`config.mk`:
```
export PLATFORM = sky130hd
export DESIGN_NAME = decode_issue_arbiter
export DESIGN_NICKNAME = d
export VERILOG_FILES = /design/src/rtl/decode_issue_arbiter.sv
export SDC_FILE = /design/constraint.sdc
export NUM_CORES = 1
export LEC_CHECK = 0
export BUFFER_PORTS_ARGS = -buffer_cell sky130_fd_sc_hd__buf_4
export CAP_MARGIN = 20
export CORE_MARGIN = 2
export CORE_UTILIZATION = 40
export DETAILED_ROUTE_END_ITERATION = 16
export SLEW_MARGIN = 15
export SYNTH_ARGS = -nofsm -noshare
export SYNTH_HDL_FRONTEND = slang
export SYNTH_SLANG_ARGS = --single-unit
export TNS_END_PERCENT = 1
```
`constraint.sdc`:
```
create_clock -name clock_i -period 13.3 [get_ports clock_i]
set_input_delay 1.995 -clock clock_i [delete_from_list [all_inputs] [get_ports clock_i]]
set_output_delay 1.995 -clock clock_i [all_outputs]
set_load 0.01 [all_outputs]
```
`src/rtl/decode_issue_arbiter.sv`:
```
// decode_issue_arbiter
//
// Shares one dispatch port among numReq instruction-format decoders. Each decoder
// writes into a one-entry holding slot. A round-robin scheduler picks one eligible
// slot per cycle and skips slots whose functional unit is busy. The chosen slot is
// loaded into a registered output stage that hands off to dispatch with valid/ready.
//
// Bit numbering: requester k uses enable_i[k], stall_o[k] and
// payload_i[k*payloadWidth +: payloadWidth]. The functional-unit code is held in
// payload bits [2:0].
//
// Ports
//   clock_i        rising-edge clock
//   reset_i        asynchronous, active-high reset
//   enable_i       per-decoder payload-valid strobe
//   payload_i      concatenated decoder payloads
//   stall_o        per-decoder back-pressure (combinational)
//   fuBusy_i       per-functional-unit busy lines
//   valid_o        output stage holds an instruction
//   ready_i        dispatch accepts the output stage
//   payload_o      granted payload
//   grantId_o      requester index of payload_o
//   issuedCount_o  wrapping count of dispatch handshakes
//   overflow_o     one-cycle pulse after an enable_i was dropped while stalled
module decode_issue_arbiter #(
  parameter int unsigned numReq       = 4,
  parameter int unsigned payloadWidth = 48,
  parameter int unsigned fuCount      = 5,
  parameter int unsigned idWidth      = 2
) (
  input  logic                           clock_i,
  input  logic                           reset_i,
  input  logic [numReq-1:0]              enable_i,
  input  logic [numReq*payloadWidth-1:0] payload_i,
  output logic [numReq-1:0]              stall_o,
  input  logic [fuCount-1:0]             fuBusy_i,
  output logic                           valid_o,
  input  logic                           ready_i,
  output logic [payloadWidth-1:0]        payload_o,
  output logic [idWidth-1:0]             grantId_o,
  output logic [15:0]                    issuedCount_o,
  output logic                           overflow_o
);

  localparam int unsigned FuCodeWidth = 3;

  logic [numReq-1:0]       slot_valid_q, slot_valid_d;
  logic [payloadWidth-1:0] slot_payload_q [numReq];
  logic [payloadWidth-1:0] slot_payload_d [numReq];
  logic [idWidth-1:0]      rr_ptr_q, rr_ptr_d;
  logic                    valid_q, valid_d;
  logic [payloadWidth-1:0] payload_q, payload_d;
  logic [idWidth-1:0]      grant_id_q, grant_id_d;
  logic [15:0]             issued_count_q, issued_count_d;
  logic                    overflow_q, overflow_d;

  logic [numReq-1:0]  eligible;
  logic [numReq-1:0]  drain;
  logic [idWidth-1:0] search_idx;
  logic [idWidth-1:0] grant_idx;
  logic               grant_found;
  logic               can_load;
  logic               grant;

  // Codes without a busy line (>= fuCount) are never blocked.
  function automatic logic fu_is_busy(input logic [FuCodeWidth-1:0] code,
                                      input logic [fuCount-1:0]     busy);
    logic result;
    result = 1'b0;
    for (int unsigned f = 0; f < fuCount; f++) begin
      if (32'(code) == f) result = busy[f];
    end
    return result;
  endfunction

  always_comb begin
    eligible = '0;
    for (int unsigned k = 0; k < numReq; k++) begin
      eligible[k] = slot_valid_q[k] &
                    ~fu_is_busy(slot_payload_q[k][FuCodeWidth-1:0], fuBusy_i);
    end
  end

  // First eligible slot at or after rr_ptr_q; the index wraps because numReq is 2^idWidth.
  always_comb begin
    grant_found = 1'b0;
    grant_idx   = rr_ptr_q;
    search_idx  = rr_ptr_q;
    for (int unsigned i = 0; i < numReq; i++) begin
      search_idx = rr_ptr_q + idWidth'(i);
      if (!grant_found && eligible[search_idx]) begin
        grant_found = 1'b1;
        grant_idx   = search_idx;
      end
    end
  end

  assign can_load = ~valid_q | ready_i;
  assign grant    = grant_found & can_load;

  always_comb begin
    drain = '0;
    for (int unsigned k = 0; k < numReq; k++) begin
      drain[k] = grant && (grant_idx == idWidth'(k));
    end
  end

  assign stall_o = slot_valid_q & ~drain;

  // Slot capture/drain. A drained slot may be refilled in the same cycle.
  always_comb begin
    slot_valid_d = slot_valid_q;
    for (int unsigned k = 0; k < numReq; k++) begin
      slot_payload_d[k] = slot_payload_q[k];
      if (enable_i[k] && !stall_o[k]) begin
        slot_valid_d[k]   = 1'b1;
        slot_payload_d[k] = payload_i[k*payloadWidth +: payloadWidth];
      end else if (drain[k]) begin
        slot_valid_d[k] = 1'b0;
      end
    end
  end

  always_comb begin
    valid_d        = valid_q;
    payload_d      = payload_q;
    grant_id_d     = grant_id_q;
    rr_ptr_d       = rr_ptr_q;
    issued_count_d = issued_count_q + {15'd0, valid_q & ready_i};
    overflow_d     = |(enable_i & stall_o);
    if (grant) begin
      valid_d    = 1'b1;
      payload_d  = slot_payload_q[grant_idx];
      grant_id_d = grant_idx;
      rr_ptr_d   = grant_idx + idWidth'(1);
    end else if (ready_i) begin
      valid_d = 1'b0;
    end
  end

  always_ff @(posedge clock_i or posedge reset_i) begin
    if (reset_i) begin
      slot_valid_q   <= '0;
      for (int unsigned k = 0; k < numReq; k++) slot_payload_q[k] <= '0;
      rr_ptr_q       <= '0;
      valid_q        <= 1'b0;
      payload_q      <= '0;
      grant_id_q     <= '0;
      issued_count_q <= '0;
      overflow_q     <= 1'b0;
    end else begin
      slot_valid_q   <= slot_valid_d;
      slot_payload_q <= slot_payload_d;
      rr_ptr_q       <= rr_ptr_d;
      valid_q        <= valid_d;
      payload_q      <= payload_d;
      grant_id_q     <= grant_id_d;
      issued_count_q <= issued_count_d;
      overflow_q     <= overflow_d;
    end
  end

  assign valid_o       = valid_q;
  assign payload_o     = payload_q;
  assign grantId_o     = grant_id_q;
  assign issuedCount_o = issued_count_q;
  assign overflow_o    = overflow_q;

endmodule

```
==> summary.txt <==
Global routing
  – GRT busiest layer: met2
  – First-pass GRT wire length: 49300 um
  – Met3 usage: 0.0529
  – Grt total ovfl: 0
  – Largest net degree at the start of global routing: 130
  – GRT Util Overall: 0.204
  – Met2 usage: 0.313
  – Number of global-route vias before repair: 8313
  – Met1 usage: 0.290
  – Initial antenna violation count: 4

Synth
  – Ys flop type: dfrtp_1
  – FF+latch count, synth: 266
  – Register area share after synthesis: 0.553
  – Cell Area, Synth: 0.0120 mm2
  – Avg Cell Area, Syn: ~14 um2
  – Yosys warning count: 0
  – Most frequent cell after synthesis: dfrtp_1
  – Commonest cells post-synth: 266 x dfrtp_1, 117 x mux2_2, 97 x mux2_4, 50 x mux2i_1, 38 x nand2_1
  – Asr flop ratio synth: 1.00
  – Number of flops mapped to enable cells by yosys: 0
  – Synth top area cells: dfrtp_1 55%, mux2_4 12%, mux2_2 11%, mux2i_1 4.2%, a221o_1 1.9%
  – Yosys top cell area share: 0.553
  – Synth unique cells: 48
  – Post-Syn Instances: 842
  – Syn nets: 1052
  – Leading area contributor after synthesis: dfrtp_1

Drt
  – Routed len/inst: roughly 21 um
  – Vias per inst: 5.26
  – Detailed-route via count: 7997
  – Initial detailed-routing violation count: 472
  – Post-DRT Antenna Nets: 0
  – Detailed Route WL: 32400 um
  – Drt pass-1 iters: 5
  – Drt drc: 0

Worst setup path
  – Cells along the critical path: buf_4 > mux4_2 > a211o_1 > o21ai_1 > a21o_1 > nand2_4 > ha_1 > a21oi_2 > buf_4
  – RR Startpoint: slot_payload_q[0]$_DFFE_PP0P_
  – Worst Path Arrival: 5.29 ns
  – CP max FO: 26
  – FF-to-FF End: slot_payload_q[178]$_DFFE_PP0P_
  – Reg2reg setup slack: 8.41 ns
  – Top cell by count, worst path: buf_4
  – Req. time, crit path: approximately 11 ns
  – Kind of critical path: input port to primary output
  – Crit-path slowest cell: a21o_1
  – Crit-path max cell delay: about 0.84 ns
  – Reg2Reg Depth: 9
  – Setup crit start kind: input port
  – CP Capture Type: primary output

Floorplanning
  – DIE WIDTH: 178 um
  – Std-Cell Rows: between 60 and 70
  – Die Y: 178 um
  – IO Count: 276
  – Die area: 0.0315 mm2
  – Starting Density: 0.406
  – CORE AREA: 0.0296 mm2

Clock tree
  – Cts hold-fix bufs: 0
  – Number of CTS-inserted buffers: 30
  – Clk pin slew, worst setup/hold paths: 0.06 ns
  – H-Tree Depth: 1
  – Setup bufs post-CTS: 0
  – Clock tree buffer depth: 3
  – Clock sink count: 266
  – Clock Latency Late Sink: 0.55 ns
  – PostCTS Resize Cnt: 0
  – CTS tree: built
  – Root buf cell: clkbuf_16

Timing
  – Setup_tns: 0 ns
  – # setup viols final: 0
  – Rel. slew slack: 0.308
  – Smallest hold slack: 0.470 ns
  – Period utilisation layout: 0.548
  – Post-route minimum period: 7.29 ns
  – Slew @ Worst Pin: 1.04 ns
  – Fmax: 137 MHz
  – Unrepaired setup endpoints after global routing: false
  – Final Slew Violations: 0
  – Clock skew: between 0.007 and 0.008 ns
  – Fin. Hold Viols: 0

Place
  – Post-DP HPWL: 20500 um
  – Placed cells: 1462
  – Routability cong.: 0.776
  – Port Buf Inserts: 275
  – Post-Place Cell Area: 0.0143 mm2

Pwr
  – VDD IR max: roughly 190 uV
  – Final total power: 4.77 mW
  – Leak Pwr: 7.43 nW
  – Pwr per Cell Area: about 310 mW/mm2

Final layout
  – Synthesis-to-layout area growth: 28.2%
  – Nets: 1316
  – Post-route cell area: 0.0154 mm2
  – Non-Filler Instances: ~1500
  – Share of cells above drive strength 1: 0.509

Min path
  – Worst hold path startpoint: issuedCount_o[15]$_DFF_PP0_
  – Hold Path Class: flop to flop
  – Hold EP: issuedCount_o[15]$_DFF_PP0_
  – Hold path depth: 1

Flow run
  – Max-cap violation count: 0

Status
  – Status: finished clean
[metrics by stage]
step,utilization,setup WS (ns)
final,0.521,6.01
after global routing,0.521,5.84
after CTS,0.520,5.66
after detailed placement,0.484,5.68
after global placement,0.484,5.80
after floorplan,-,3.98
[worst max-delay path: cells and delay by family]
| kind | cells | cell delay (ns) |
|---|---|---|
| multiplexers | 1 | 0.50 |
| buffers and inverters | 2 | 0.28 |
| adder cells (fa/ha/maj) | 1 | 0.39 |
| AND/OR/NAND/NOR | 1 | 0.54 |
| AO/OA/AOI/OAI | 4 | 1.55 |
[sequential cells by signal (all words and copies together) (netlist names)]
signal          flops
grantId_o           2
slot_valid_q        4
payload_o          48
overflow_o          1
rr_ptr_q            2
slot_payload_q    192
issuedCount_o      16
valid_o             1
[routing by layer]
layer / vias up / part of all wire / wire [um]
li1: 3615 / - / -
met1: 4043 / 0.45 / 14700
met4: 4 / 0.020 / 645
met3: 53 / 0.077 / 2490
met5: - / 0.00093 / 30
met2: 282 / 0.45 / 14500
[worst max path at each step]
stage,startpoint,to,slack (ns),depth (start not counted)
6_report,fuBusy_i[3],stall_o[2],6.01,9
3_3_place_gp,fuBusy_i[3],stall_o[2],5.80,9
2_1_floorplan,reset_i,grantId_o[0]$_DFFE_PP0P_,3.98,1
3_5_place_dp,fuBusy_i[3],stall_o[2],5.68,9
4_1_cts,fuBusy_i[3],stall_o[2],5.66,9
5_1_grt,fuBusy_i[3],stall_o[2],5.84,9
[cells in the final DEF (no fill, tap or decap), types with 3 or more instances in the layout]
| cell type | n |
|---|---|
| a22oi_1 | 4 |
| nand2b_4 | 4 |
| buf_4 | 282 |
| and3_1 | 3 |
| mux2_2 | 117 |
| clkbuf_16 | 31 |
| bufinv_16 | 6 |
| dfrtp_1 | 266 |
| inv_1 | 11 |
| mux4_2 | 4 |
| o21ai_0 | 25 |
| xnor2_1 | 8 |
| clkbuf_1 | 7 |
| or2_2 | 4 |
| ha_1 | 6 |
| mux2i_1 | 50 |
| xor2_1 | 6 |
| a221o_1 | 23 |
| a21oi_2 | 5 |
| o221ai_1 | 25 |
| nand3_1 | 30 |
| nand2_1 | 38 |
| mux2_4 | 97 |
| nor4bb_1 | 4 |
| clkinvlp_4 | 3 |
| a21oi_1 | 24 |
| nor2_1 | 7 |
[power breakdown]
part           switching (mW)  leakage (nW)  internal, mW
logic                    1.14          3.74          1.26
clock network           0.346         0.507         0.554
registers               0.234          3.19          1.23
[cell families (layout without fill, tap and decap cells)]
| group | count (synthesis) | count (layout) | synth area share |
|---|---|---|---|
| AOI/OAI and AO/OA | 123 | 123 | 0.0767 |
| xor gates and xnor gates | 14 | 14 | 0.0102 |
| adders and majority gates | 6 | 6 | 0.00623 |
| buffers and inverters | 65 | 350 | 0.0316 |
| DFF | 266 | 266 | 0.553 |
| muxes | 268 | 268 | 0.279 |
| other | 0 | 2 | 0 |
| and+or+nand+nor | 100 | 100 | 0.0434 |
[cell type report]
class | count | area [um2]
clock buffers | 40 | 830
multi-input cells | 511 | 5030
clock inverters | 13 | 234
flip-flops and latches | 266 | 6660
inverters | 13 | 56.3
repair buffers | 284 | 2150
well taps | 390 | 488
fillers | 2629 | 14200
diodes | 2 | 5.00
Power figures use the tool's default switching activity.
